## src/rtl/mc_defs.sv

```systemverilog
// mc_defs: state encodings, opcode/funct constants and ALU control codes shared by the
// multicycle MIPS controller.
package mc_defs;
  typedef enum logic [3:0] {
    S_FETCH   = 4'd0,
    S_DECODE  = 4'd1,
    S_MEMADR  = 4'd2,
    S_MEMRD   = 4'd3,
    S_MEMWB   = 4'd4,
    S_MEMWR   = 4'd5,
    S_EXECUTE = 4'd6,
    S_ALUWB   = 4'd7,
    S_BRANCH  = 4'd8,
    S_ADDIEX  = 4'd9,
    S_ADDIWB  = 4'd10,
    S_JUMP    = 4'd11,
    S_JR      = 4'd12,
    S_HALT    = 4'd15
  } state_t;
  localparam logic [5:0] OP_RTYPE = 6'b000000;
  localparam logic [5:0] OP_LW    = 6'b100011;
  localparam logic [5:0] OP_SW    = 6'b101011;
  localparam logic [5:0] OP_BEQ   = 6'b000100;
  localparam logic [5:0] OP_ADDI  = 6'b001000;
  localparam logic [5:0] OP_J     = 6'b000010;
  localparam logic [5:0] F_ADD = 6'b100000;
  localparam logic [5:0] F_SUB = 6'b100010;
  localparam logic [5:0] F_AND = 6'b100100;
  localparam logic [5:0] F_OR  = 6'b100101;
  localparam logic [5:0] F_SLT = 6'b101010;
  localparam logic [5:0] F_JR  = 6'b001000;
  localparam logic [2:0] ALU_ADD = 3'b010;
  localparam logic [2:0] ALU_SUB = 3'b110;
  localparam logic [2:0] ALU_AND = 3'b000;
  localparam logic [2:0] ALU_OR  = 3'b001;
  localparam logic [2:0] ALU_SLT = 3'b111;
endpackage

```

## src/rtl/mc_aludec.sv

```systemverilog
// mc_aludec: R-type funct to alucontrol decode with a legal-funct flag.
module mc_aludec
  import mc_defs::*;
(
  input  logic [5:0] funct,
  output logic [2:0] alucontrol,
  output logic       legal
);
  always_comb begin
    alucontrol = funct == F_SUB ? ALU_SUB :
                 funct == F_AND ? ALU_AND :
                 funct == F_OR  ? ALU_OR  :
                 funct == F_SLT ? ALU_SLT : ALU_ADD;
    legal = funct inside {F_ADD, F_SUB, F_AND, F_OR, F_SLT};
  end
endmodule

```

## src/rtl/mc_controller.sv

```systemverilog
// mc_controller: Moore-style multicycle MIPS control FSM with memory wait states,
// access timeout, illegal-instruction trap and a per-instruction retire strobe.
module mc_controller
  import mc_defs::*;
#(
  parameter int TIMEOUT = 16,
  parameter int CNT_W   = 5
) (
  input  logic       clk,
  input  logic       reset,
  input  logic [5:0] op,
  input  logic [5:0] funct,
  input  logic       zero,
  input  logic       mem_ready,
  output logic       pcen,
  output logic       iord,
  output logic       irwrite,
  output logic       memwrite,
  output logic       regwrite,
  output logic       regdst,
  output logic       memtoreg,
  output logic       alusrca,
  output logic [1:0] alusrcb,
  output logic [1:0] pcsrc,
  output logic [2:0] alucontrol,
  output logic       retire,
  output logic       illegal,
  output logic       bus_err,
  output logic [3:0] state_o
);
  state_t state, nxt, dec_nxt;
  logic [CNT_W-1:0] cnt;
  logic pcwrite, branch, wait_c, tmo, set_ill, fn_legal;
  logic [2:0] fn_alu;
  mc_aludec u_aludec (.funct(funct), .alucontrol(fn_alu), .legal(fn_legal));
  assign wait_c = (state == S_FETCH || state == S_MEMRD || state == S_MEMWR) && !mem_ready;
  assign tmo = wait_c && cnt == CNT_W'(TIMEOUT - 1);
  assign dec_nxt = (op == OP_LW || op == OP_SW)       ? S_MEMADR  :
                   (op == OP_RTYPE && funct == F_JR) ? S_JR      :
                   (op == OP_RTYPE && fn_legal)      ? S_EXECUTE :
                   op == OP_BEQ                      ? S_BRANCH  :
                   op == OP_ADDI                     ? S_ADDIEX  :
                   op == OP_J                        ? S_JUMP    : S_HALT;
  assign pcen = pcwrite | (branch & zero);
  assign state_o = state;
  always_comb begin
    nxt = state;
    pcwrite = 1'b0;
    branch = 1'b0;
    iord = 1'b0;
    irwrite = 1'b0;
    memwrite = 1'b0;
    regwrite = 1'b0;
    regdst = 1'b0;
    memtoreg = 1'b0;
    alusrca = 1'b0;
    alusrcb = 2'b00;
    pcsrc = 2'b00;
    alucontrol = ALU_ADD;
    retire = 1'b0;
    set_ill = 1'b0;
    case (state)
      S_FETCH: begin
        // reset parks the FSM here, so the ready-qualified strobes must also see reset
        alusrcb = 2'b01;
        irwrite = reset & mem_ready;
        pcwrite = reset & mem_ready;
        nxt = mem_ready ? S_DECODE : tmo ? S_HALT : S_FETCH;
      end
      S_DECODE: begin
        alusrcb = 2'b11;
        nxt = dec_nxt;
        set_ill = dec_nxt == S_HALT;
      end
      S_MEMADR: begin
        alusrca = 1'b1;
        alusrcb = 2'b10;
        nxt = op == OP_LW ? S_MEMRD : S_MEMWR;
      end
      S_MEMRD: begin
        iord = 1'b1;
        nxt = mem_ready ? S_MEMWB : tmo ? S_HALT : S_MEMRD;
      end
      S_MEMWB: begin
        memtoreg = 1'b1;
        regwrite = 1'b1;
        retire = 1'b1;
        nxt = S_FETCH;
      end
      S_MEMWR: begin
        iord = 1'b1;
        memwrite = 1'b1;
        retire = mem_ready;
        nxt = mem_ready ? S_FETCH : tmo ? S_HALT : S_MEMWR;
      end
      S_EXECUTE: begin
        alusrca = 1'b1;
        alucontrol = fn_alu;
        nxt = S_ALUWB;
      end
      S_ALUWB: begin
        regdst = 1'b1;
        regwrite = 1'b1;
        retire = 1'b1;
        nxt = S_FETCH;
      end
      S_BRANCH: begin
        alusrca = 1'b1;
        alucontrol = ALU_SUB;
        pcsrc = 2'b01;
        branch = 1'b1;
        retire = 1'b1;
        nxt = S_FETCH;
      end
      S_ADDIEX: begin
        alusrca = 1'b1;
        alusrcb = 2'b10;
        nxt = S_ADDIWB;
      end
      S_ADDIWB: begin
        regwrite = 1'b1;
        retire = 1'b1;
        nxt = S_FETCH;
      end
      S_JUMP: begin
        pcsrc = 2'b10;
        pcwrite = 1'b1;
        retire = 1'b1;
        nxt = S_FETCH;
      end
      S_JR: begin
        pcsrc = 2'b11;
        pcwrite = 1'b1;
        retire = 1'b1;
        nxt = S_FETCH;
      end
      S_HALT: nxt = S_HALT;
      default: nxt = S_HALT;
    endcase
  end
  always_ff @(posedge clk or negedge reset) begin
    if (!reset) begin
      state <= S_FETCH;
      cnt <= '0;
      illegal <= 1'b0;
      bus_err <= 1'b0;
    end else begin
      state <= nxt;
      cnt <= (nxt != state) ? '0 : wait_c ? cnt + 1'b1 : cnt;
      illegal <= illegal | set_ill;
      bus_err <= bus_err | tmo;
    end
  end
endmodule

```

## config.mk

```make
export PLATFORM = sky130hd
export DESIGN_NAME = mc_controller
export DESIGN_NICKNAME = d
export VERILOG_FILES = /design/src/rtl/mc_defs.sv /design/src/rtl/mc_aludec.sv /design/src/rtl/mc_controller.sv
export SDC_FILE = /design/constraint.sdc
export NUM_CORES = 1
export LEC_CHECK = 0
export CAP_MARGIN = 5
export CORE_MARGIN = 3
export CORE_UTILIZATION = 45
export CTS_BUF_LIST = sky130_fd_sc_hd__clkbuf_4 sky130_fd_sc_hd__clkbuf_8
export CTS_CLUSTER_SIZE = 25
export DETAILED_ROUTE_END_ITERATION = 7
export PLACE_DENSITY_LB_ADDON = 0.3
export RECOVER_POWER = 100
export SLEW_MARGIN = 10
export SYNTH_ARGS = -nofsm -noshare
export SYNTH_HDL_FRONTEND = slang
export SYNTH_SLANG_ARGS = --single-unit
```

## constraint.sdc

```tcl
create_clock -name clk -period 3.9 [get_ports clk]
set_input_delay 0.78 -clock clk [delete_from_list [all_inputs] [get_ports clk]]
set_output_delay 0.78 -clock clk [all_outputs]
set_load 0.01 [all_outputs]
```

; ---- After elaboration in Yosys (flattened, before gate mapping)
; Cells that the tools add are included.
[classes]
reduce_logical = 18
mux = 34
bitwise = 5
addsub = 1
n_eq_ne = 26
[ops]
columns = op, n
row1 = 6-bit == test (second input constant), 7
row2 = 4-bit two-way mux, 9
row3 = 4-bit case mux with 8 select lines, 1
row4 = 4-bit == test (second input constant), 6
row5 = 3-bit two-way mux, 8
row6 = 4-bit by 3-bit == test with 1-bit output (second input constant), 4
row7 = 6-bit by 4-bit == test with 1-bit output (second input constant), 2
row8 = 2-bit case mux with 3 select lines, 2
row9 = 5-bit two-way mux, 2
row10 = 1-bit two-way mux, 9
row11 = 4-bit by 2-bit == test with 1-bit output (second input constant), 2
row12 = 6-bit by 2-bit == test with 1-bit output (second input constant), 1
row13 = 6-bit by 3-bit == test with 1-bit output (second input constant), 1
row14 = 6-bit zero test, 1
row15 = 3-bit case mux with 2 select lines, 1
row16 = 2-bit OR reduction, 3
row17 = 6-bit OR reduction, 1
row18 = 5-bit by 1-bit adder with 5-bit output (second input constant), 1
row19 = 5-bit by 4-bit == test with 1-bit output (second input constant), 1
row20 = 5-bit nonzero test, 1
row21 = 4-bit by 1-bit == test with 1-bit output (second input constant), 1
row22 = 1-bit logical AND, 4
row23 = 4-bit zero test, 1
row24 = 4-bit != test, 1
row25 = 8 further kinds, 14
[word_totals]
output_inout_bits = 22
word_cells = 88
ff_bits = 11
inputBits = 16

; ---- Logic depth before layout (Yosys ltp)
; Gate-level depths: netlist of run 1.
[logic_depth]
depth_word = 10
mapped_depth = 8
ltp_nobuf = 8

; ---- Modules after synthesis
; A second synthesis of run 1 with hierarchy kept.
[unflattened]
hier_cells = 148
area_unflattened_um2 = 1128.6
[modules_own_cells]
columns = mod, seq_area_each_um2, instances, area_each_um2, cells_per_inst
row1 = mc_controller, 275.3, 1, 1046.0, 139
row2 = mc_aludec, 0.0, 1, 82.6, 9

; ---- Worst setup path before layout of run 1
; No wires, ideal clock.
[synth_timing]
kind = input -> output
from = input port mem_ready
to = output port retire
required_time_ns = 3.120
n_path_buf = 1
path_slack_ns = 1.547
t_arrival_ns = 1.573
path_stages = 5
path_cell_list = clkbuf_1 -> inv_1 -> o21ai_0 -> nand2_1 -> a21oi_1
[synth_via]
elab_chain_len = 1
[synth_rtl]
columns = element, line
row1 = "start, declared", mc_controller.sv:14  ; input logic mem_ready,
row2 = 1-bit case mux with 2 select lines, mc_controller.sv:62  ; case (state)
row3 = "end, declared", mc_controller.sv:26  ; output logic retire,
; Every way passes these cells.

; ---- Worst setup path in the final report of run 1
; Ends and elaborated chain as after synthesis.

==> results of run 1 <==
[worst max path at each step]
stage	end	slack (ns)	cells past startpoint
after detailed placement	retire	0.62	6
after global routing	cnt[0]	0.32	6
after floorplan	retire	1.55	5
after CTS	retire	0.61	6
final	retire	0.46	6
after global placement	retire	0.64	6
[flip-flops by register name, summed over array words and instances, names as in the netlist]
signal and flops:
bus_err 1, illegal 1, cnt 5, state_o 4
[cell usage in the layout (no fill, tap or decap), types with 3 or more instances in the layout]
master,count
dlygate4sd3_1,24
nor2_1,19
o21ai_0,14
nand2_1,13
clkdlybuf4s50_1,13
a21oi_1,12
dfrtp_1,11
nand2b_1,8
inv_1,7
nand3_1,6
nor3_1,5
nor4_1,5
nor2b_1,4
clkbuf_4,4
and2_1,3
a31oi_1,3
xor2_1,3
[layout make-up]
cell class	count	area share, %
clock buffer	4	1.856
inverter	7	1.624
multi-input combinational	139	53.83
sequential	11	17.01
tap	30	2.320
timing repair buffer	39	23.36
[layer usage]
metal	vias to the layer above	share of wire [%]
met1	660	44
met2	73	47
met3	6	7.2
met5	-	0
met4	0	1.5
li1	687	-
[power by group through the flow]
stage / Clock, uW / Combinational (uW) / Sequential, uW
floorplan: 0 / 550 / 173
global placement: 0 / 723 / 256
detailed placement: 0 / 731 / 259
CTS: 86.6 / 735 / 258
global route: 93.8 / 763 / 272
finish: 85.1 / 690 / 261
[through the flow]
stage	instance area (um2)	instances	hold WS [ns]	worst slack [ns]	total power, uW
6_report	1618	230	0.4682	0.4558	1035
5_1_grt	1618	230	0.4910	0.3226	1128
4_1_cts	1640	230	0.4785	0.6071	1080
3_5_place_dp	1610	226	0.4629	0.6217	990.3
3_3_place_gp	1610	226	0.4603	0.6360	979.1
2_1_floorplan	1249	168	0.4844	1.547	722.4
[worst register-to-register path, stage by stage, from the launching register on]
cell and delay, ns:
dfrtp_1 0.64, clkbuf_1 0.56, or4b_4 0.27, a21oi_1 0.07, and2_1 0.19, a2111oi_0 1.05
nor4_1 0.14
[logic make-up (layout without fill, tap and decap cells)]
logic type	count (synthesis)	after routing	share of synthesized area, %
buf+inv	18	50	7.015
compound gates	51	51	28.76
simple gates	79	79	35.07
fa+ha+maj	2	2	2.004
xor+xnor	5	5	3.508
mux	2	2	1.603
flops	11	11	22.04
==> metrics.csv, run 1 <==
metric,value,unit
outcome,"complete, no violations",
crit_fanout,11,
cts_resized,0,
clock_tree.buffer_depth,2,
die_w,58.68,um
maxSlewViolCount,0,
fin_crit_sh,88.31,%
startpoint_type,primary input,
slew-limit-headroom,15.20,%
comb_power_share,66.6,%
syn_area,1249,um2
n_antenna_cell,0,
fin_nets,219,
regArea,275.3,um2
crit_buf_inv,3,
tritoncts,yes,
hold_buffers,0,
required,3.12,ns
multiInputGateArea,870.8,um2
pin_count,38,
drt_first_iter_violations,105,
p_seq_share,25.2,%
grtUsageMet2,35.41,%
area_delta_synth_final,29.56,%
grt_pass1_vias,1307,
wire_per_inst,15.40,um
clock_latency,0.27,ns
syn_nets,186,
synth_area_leaders,"dfrtp_1 22%, nor2_1 5.7%, o21ai_0 5.6%, a21oi_1 4.4%, nand2b_1 4.0%",
clockRootBuffer,clkbuf_4,
gr-total-overflow,0,
die_area,3443,um2
hp-start,illegal,
critPathCaptureType,output pin,
post_cts_buffers,0,
worst_pin_slew,1.240,ns
synth_edf_count,0,
ys.warnings.count,0,
crit_type,in2out,
antenna_found_initial,0,
synth.top_cell.area_share,22.04,%
synth_cell_types,53,
vias_per_cell,6.200,
grt.total_usage,21.86,%
cts_made_buffers,3,
finalCriticalPeriod,3.444,ns
p_sw_share,51.70,%
hold_viol_final,0,
nFillCells,229,
crit_slowest_cell,dlygate4sd3_1,
synth_seq_cells,11,
synth_area_per_cell,7.433,um2
async_flop_share,100.0,%
drc,0,
crit_top_cell,dlygate4sd3_1,
r2r_cells,6,
hold_class,reg2reg,
rsz0062_at_grt,no,
synth_top_cell_by_area,dfrtp_1,
grt_busiest_layer,met2,
power_density,640.0,nW/um2
hpwl,2723,um
hold_end,illegal,
grt_pass1_wl,6030,um
cp_slowest_stage_delay,0.75,ns
cp_cell_sequence,dlygate4sd3_1 > inv_1 > o21ai_0 > nand2_1 > a21oi_1 > dlygate4sd3_1,
p_switching,535.3,uW
routed-via-count,1426,
r2r-start,state_o[2],
clock_sinks,11,
r2r_end,cnt[0],
first_pass_iters,4,
yosysMostFrequentCell,nor2_1,
finalSetupViolCount,0,
grt_max_degree,30,
crit_start,mem_ready,
ctsHtreeMaxLevel,1,
fmax,290.3,MHz
peakVddDrop,0.4337,mV
reg2reg_setup_slack,0.81,ns
p_int,500.1,uW
start_util,48.64,%
p_leak,0.0006507,uW
tns,0,ns
cap_violations,0,
die-height,58.68,um
arrival,2.66,ns
drtAntennaViolNets,0,
num_rows,18,
hold-path-cell-count,1,
drive_gt1_share,5.500,%
grtUsageMet3,3.947,%
wirelength,3541,um
path_delay_family,buffers and inverters,
grtUsageMet1,30.23,%
skew,0.001706,ns
pwr-share-clk,8.2,%
io_buffer_count,37,
synth-seq-area-share,22.04,%
synth_cells,168,
ys.flop_type,dfrtp_1,
synth_commonest_cells,"19 x nor2_1, 14 x o21ai_0, 13 x nand2_1, 11 x a21oi_1, 11 x dfrtp_1",
fin_util,63.01,%
fp.coreArea,2567,um2
gp_congestion,0.8742,
clkTransAtPathRegs,0.07,ns
No activity file was read; power rests on OpenSTA's default activity.
==> run 2: changes to the inputs <==
CORE_MARGIN = default   (was 3)
==> metrics.csv, run 2 (synthesized netlist as in run 1, its figures left out) <==
metric,value,unit,change
dp_slack,0.6097,ns,-0.01204 ns
r2r_end,cnt[0],,
post_cts_buffers,0,,unchanged
cts_resized,0,,unchanged
worst_pin_slew,1.300,ns,+0.05996 ns
grt.total_usage,25.73,%,+3.9 points
die_w,54.68,um,-6.8%
tritoncts,yes,,
r2r-start,state_o[1],,
drt_first_iter_violations,47,,-55%
power_density,636.4,nW/um2,-0.56%
peakVddDrop,0.5017,mV,+16%
r2r_cells,5,,-1
largest_register_ffs,5,,unchanged
crit_top_cell,dlygate4sd3_1,,
antenna_found_initial,0,,unchanged
gp_congestion,0.9394,,+7.5%
maxSlewViolCount,0,,unchanged
clock_tree.buffer_depth,2,,unchanged
crit_fanout,11,,unchanged
worstSetupEndpoint,retire,,
die_area,2989,um2,-13%
clockRootBuffer,clkbuf_4,,
fp.coreArea,2545,um2,-0.88%
hold_buffers,0,,unchanged
tns,0,ns,unchanged
p_int,502.3,uW,+0.45%
pin_count,38,,unchanged
n_antenna_cell,0,,unchanged
cp_cell_sequence,dlygate4sd3_1 > inv_1 > o21ai_0 > nand2_1 > a21oi_1 > dlygate4sd3_1,,
start_util,49.07,%,+0.43 points
first_pass_iters,4,,unchanged
p_sw_share,51.58,%,-0.12 points
final_cell_mix,"24 x dlygate4sd3_1, 19 x nor2_1, 14 x o21ai_0",,
p_switching,535.1,uW,about the same
finalCriticalPeriod,3.436,ns,-0.007990 ns
comb_power_share,66.4,%,-0.2 points
io_buffer_count,37,,unchanged
crit_type,in2out,,
cts_made_buffers,3,,unchanged
finalSetupViolCount,0,,unchanged
final_common_cell,dlygate4sd3_1,,
slew-limit-headroom,11.10,%,-4.1 points
gr-total-overflow,0,,unchanged
hold_class,reg2reg,,
drc,0,,unchanged
hpwl,2709,um,-0.52%
critPathCaptureType,output pin,,
vias_per_cell,6.278,,+1.3%
hold-path-cell-count,1,,unchanged
wire_per_inst,15.00,um,-2.6%
area_delta_synth_final,30.56,%,
drtAntennaViolNets,0,,unchanged
ctsHtreeMaxLevel,1,,unchanged
clock_latency,0.27,ns,about the same
cap_violations,0,,unchanged
skew,0.004902,ns,+0.003196 ns
fin_crit_sh,88.11,%,-0.20 points
num_rows,18,,unchanged
max_flop_register,cnt,,
crit_slowest_cell,dlygate4sd3_1,,
outcome,"complete, no violations",,
reg2reg_setup_slack,1.03,ns,+0.22 ns
routed-via-count,1444,,+1.3%
grt_max_degree,30,,unchanged
clock_sinks,11,,unchanged
fmax,291.0,MHz,+0.23%
wirelength,3450,um,-2.6%
hold_viol_final,0,,unchanged
arrival,2.66,ns,about the same
worst_slack,0.4638,ns,+0.007990 ns
drive_gt1_share,7.000,%,+1.5 points
die-height,54.68,um,-6.8%
startpoint_type,primary input,,
cp_slowest_stage_delay,0.74,ns,about the same
grt_pass1_wl,5513,um,-8.6%
grt_pass1_vias,1244,,-4.8%
pwr-share-clk,8.3,%,about the same
crit_start,mem_ready,,
p_seq_share,25.3,%,about the same
required,3.12,ns,about the same
fin_nets,219,,unchanged
rsz0062_at_grt,no,,
clkTransAtPathRegs,0.07,ns,about the same
p_leak,0.0006570,uW,+0.96%
## run 2: layout make-up
cell class / instances / area, um2
Clock buffer: 4 / 30.03
Fill cell: 249 / 914.6
Inverter: 7 / 26.28
Tap cell: 30 / 37.54
Sequential cell: 11 / 275.3
Multi-Input combinational cell: 139 / 879.6
Timing Repair Buffer: 39 / 381.6
## run 2: metrics by stage
stage | hold WS, ns | area [um2] | std cells | util, % | power [uW]
6_report | 0.4663 | 1630 | 230 | 64.06 | 1037
5_1_grt | 0.4855 | 1630 | 230 | 64.06 | 1126
4_1_cts | 0.4751 | 1640 | 230 | 64.45 | 1076
3_5_place_dp | 0.4592 | 1610 | 226 | 63.27 | 988.8
3_3_place_gp | 0.4611 | 1610 | 226 | 63.27 | 972.1
2_1_floorplan | 0.4844 | 1249 | 168 | - | 722.4
## run 2: worst min path at each step
stage            start      end  slack, ns
2_1_floorplan    reset  bus_err       0.48
3_3_place_gp   bus_err  bus_err       0.46
3_5_place_dp   illegal  illegal       0.46
4_1_cts        illegal  illegal       0.48
5_1_grt        illegal  illegal       0.49
6_report       illegal  illegal       0.47
## run 2: power by group through the flow
| stage | clock [uW] | combinational (uW) | sequential, uW |
|---|---|---|---|
| finish | 86.0 | 689 | 262 |
| global route | 95.1 | 752 | 279 |
| CTS | 86.1 | 728 | 261 |
| detailed placement | 0 | 725 | 264 |
| global placement | 0 | 711 | 261 |
| floorplan | 0 | 550 | 173 |
## run 2: layer usage
layer / up-vias / track usage [%] / part of all wire [%]
li1: 695 / - / -
met1: 672 / 31.78 / 42
met2: 69 / 43.57 / 50
met3: 8 / 5.556 / 6.6
met4: 0 / 8.547 / 2.1
met5: - / 0 / 0
## run 2: critical path: cells and delay by family
kind            cells  cell delay (ns)
simple gates        1             0.07
compound gates      2             0.29
buf+inv             3             1.51
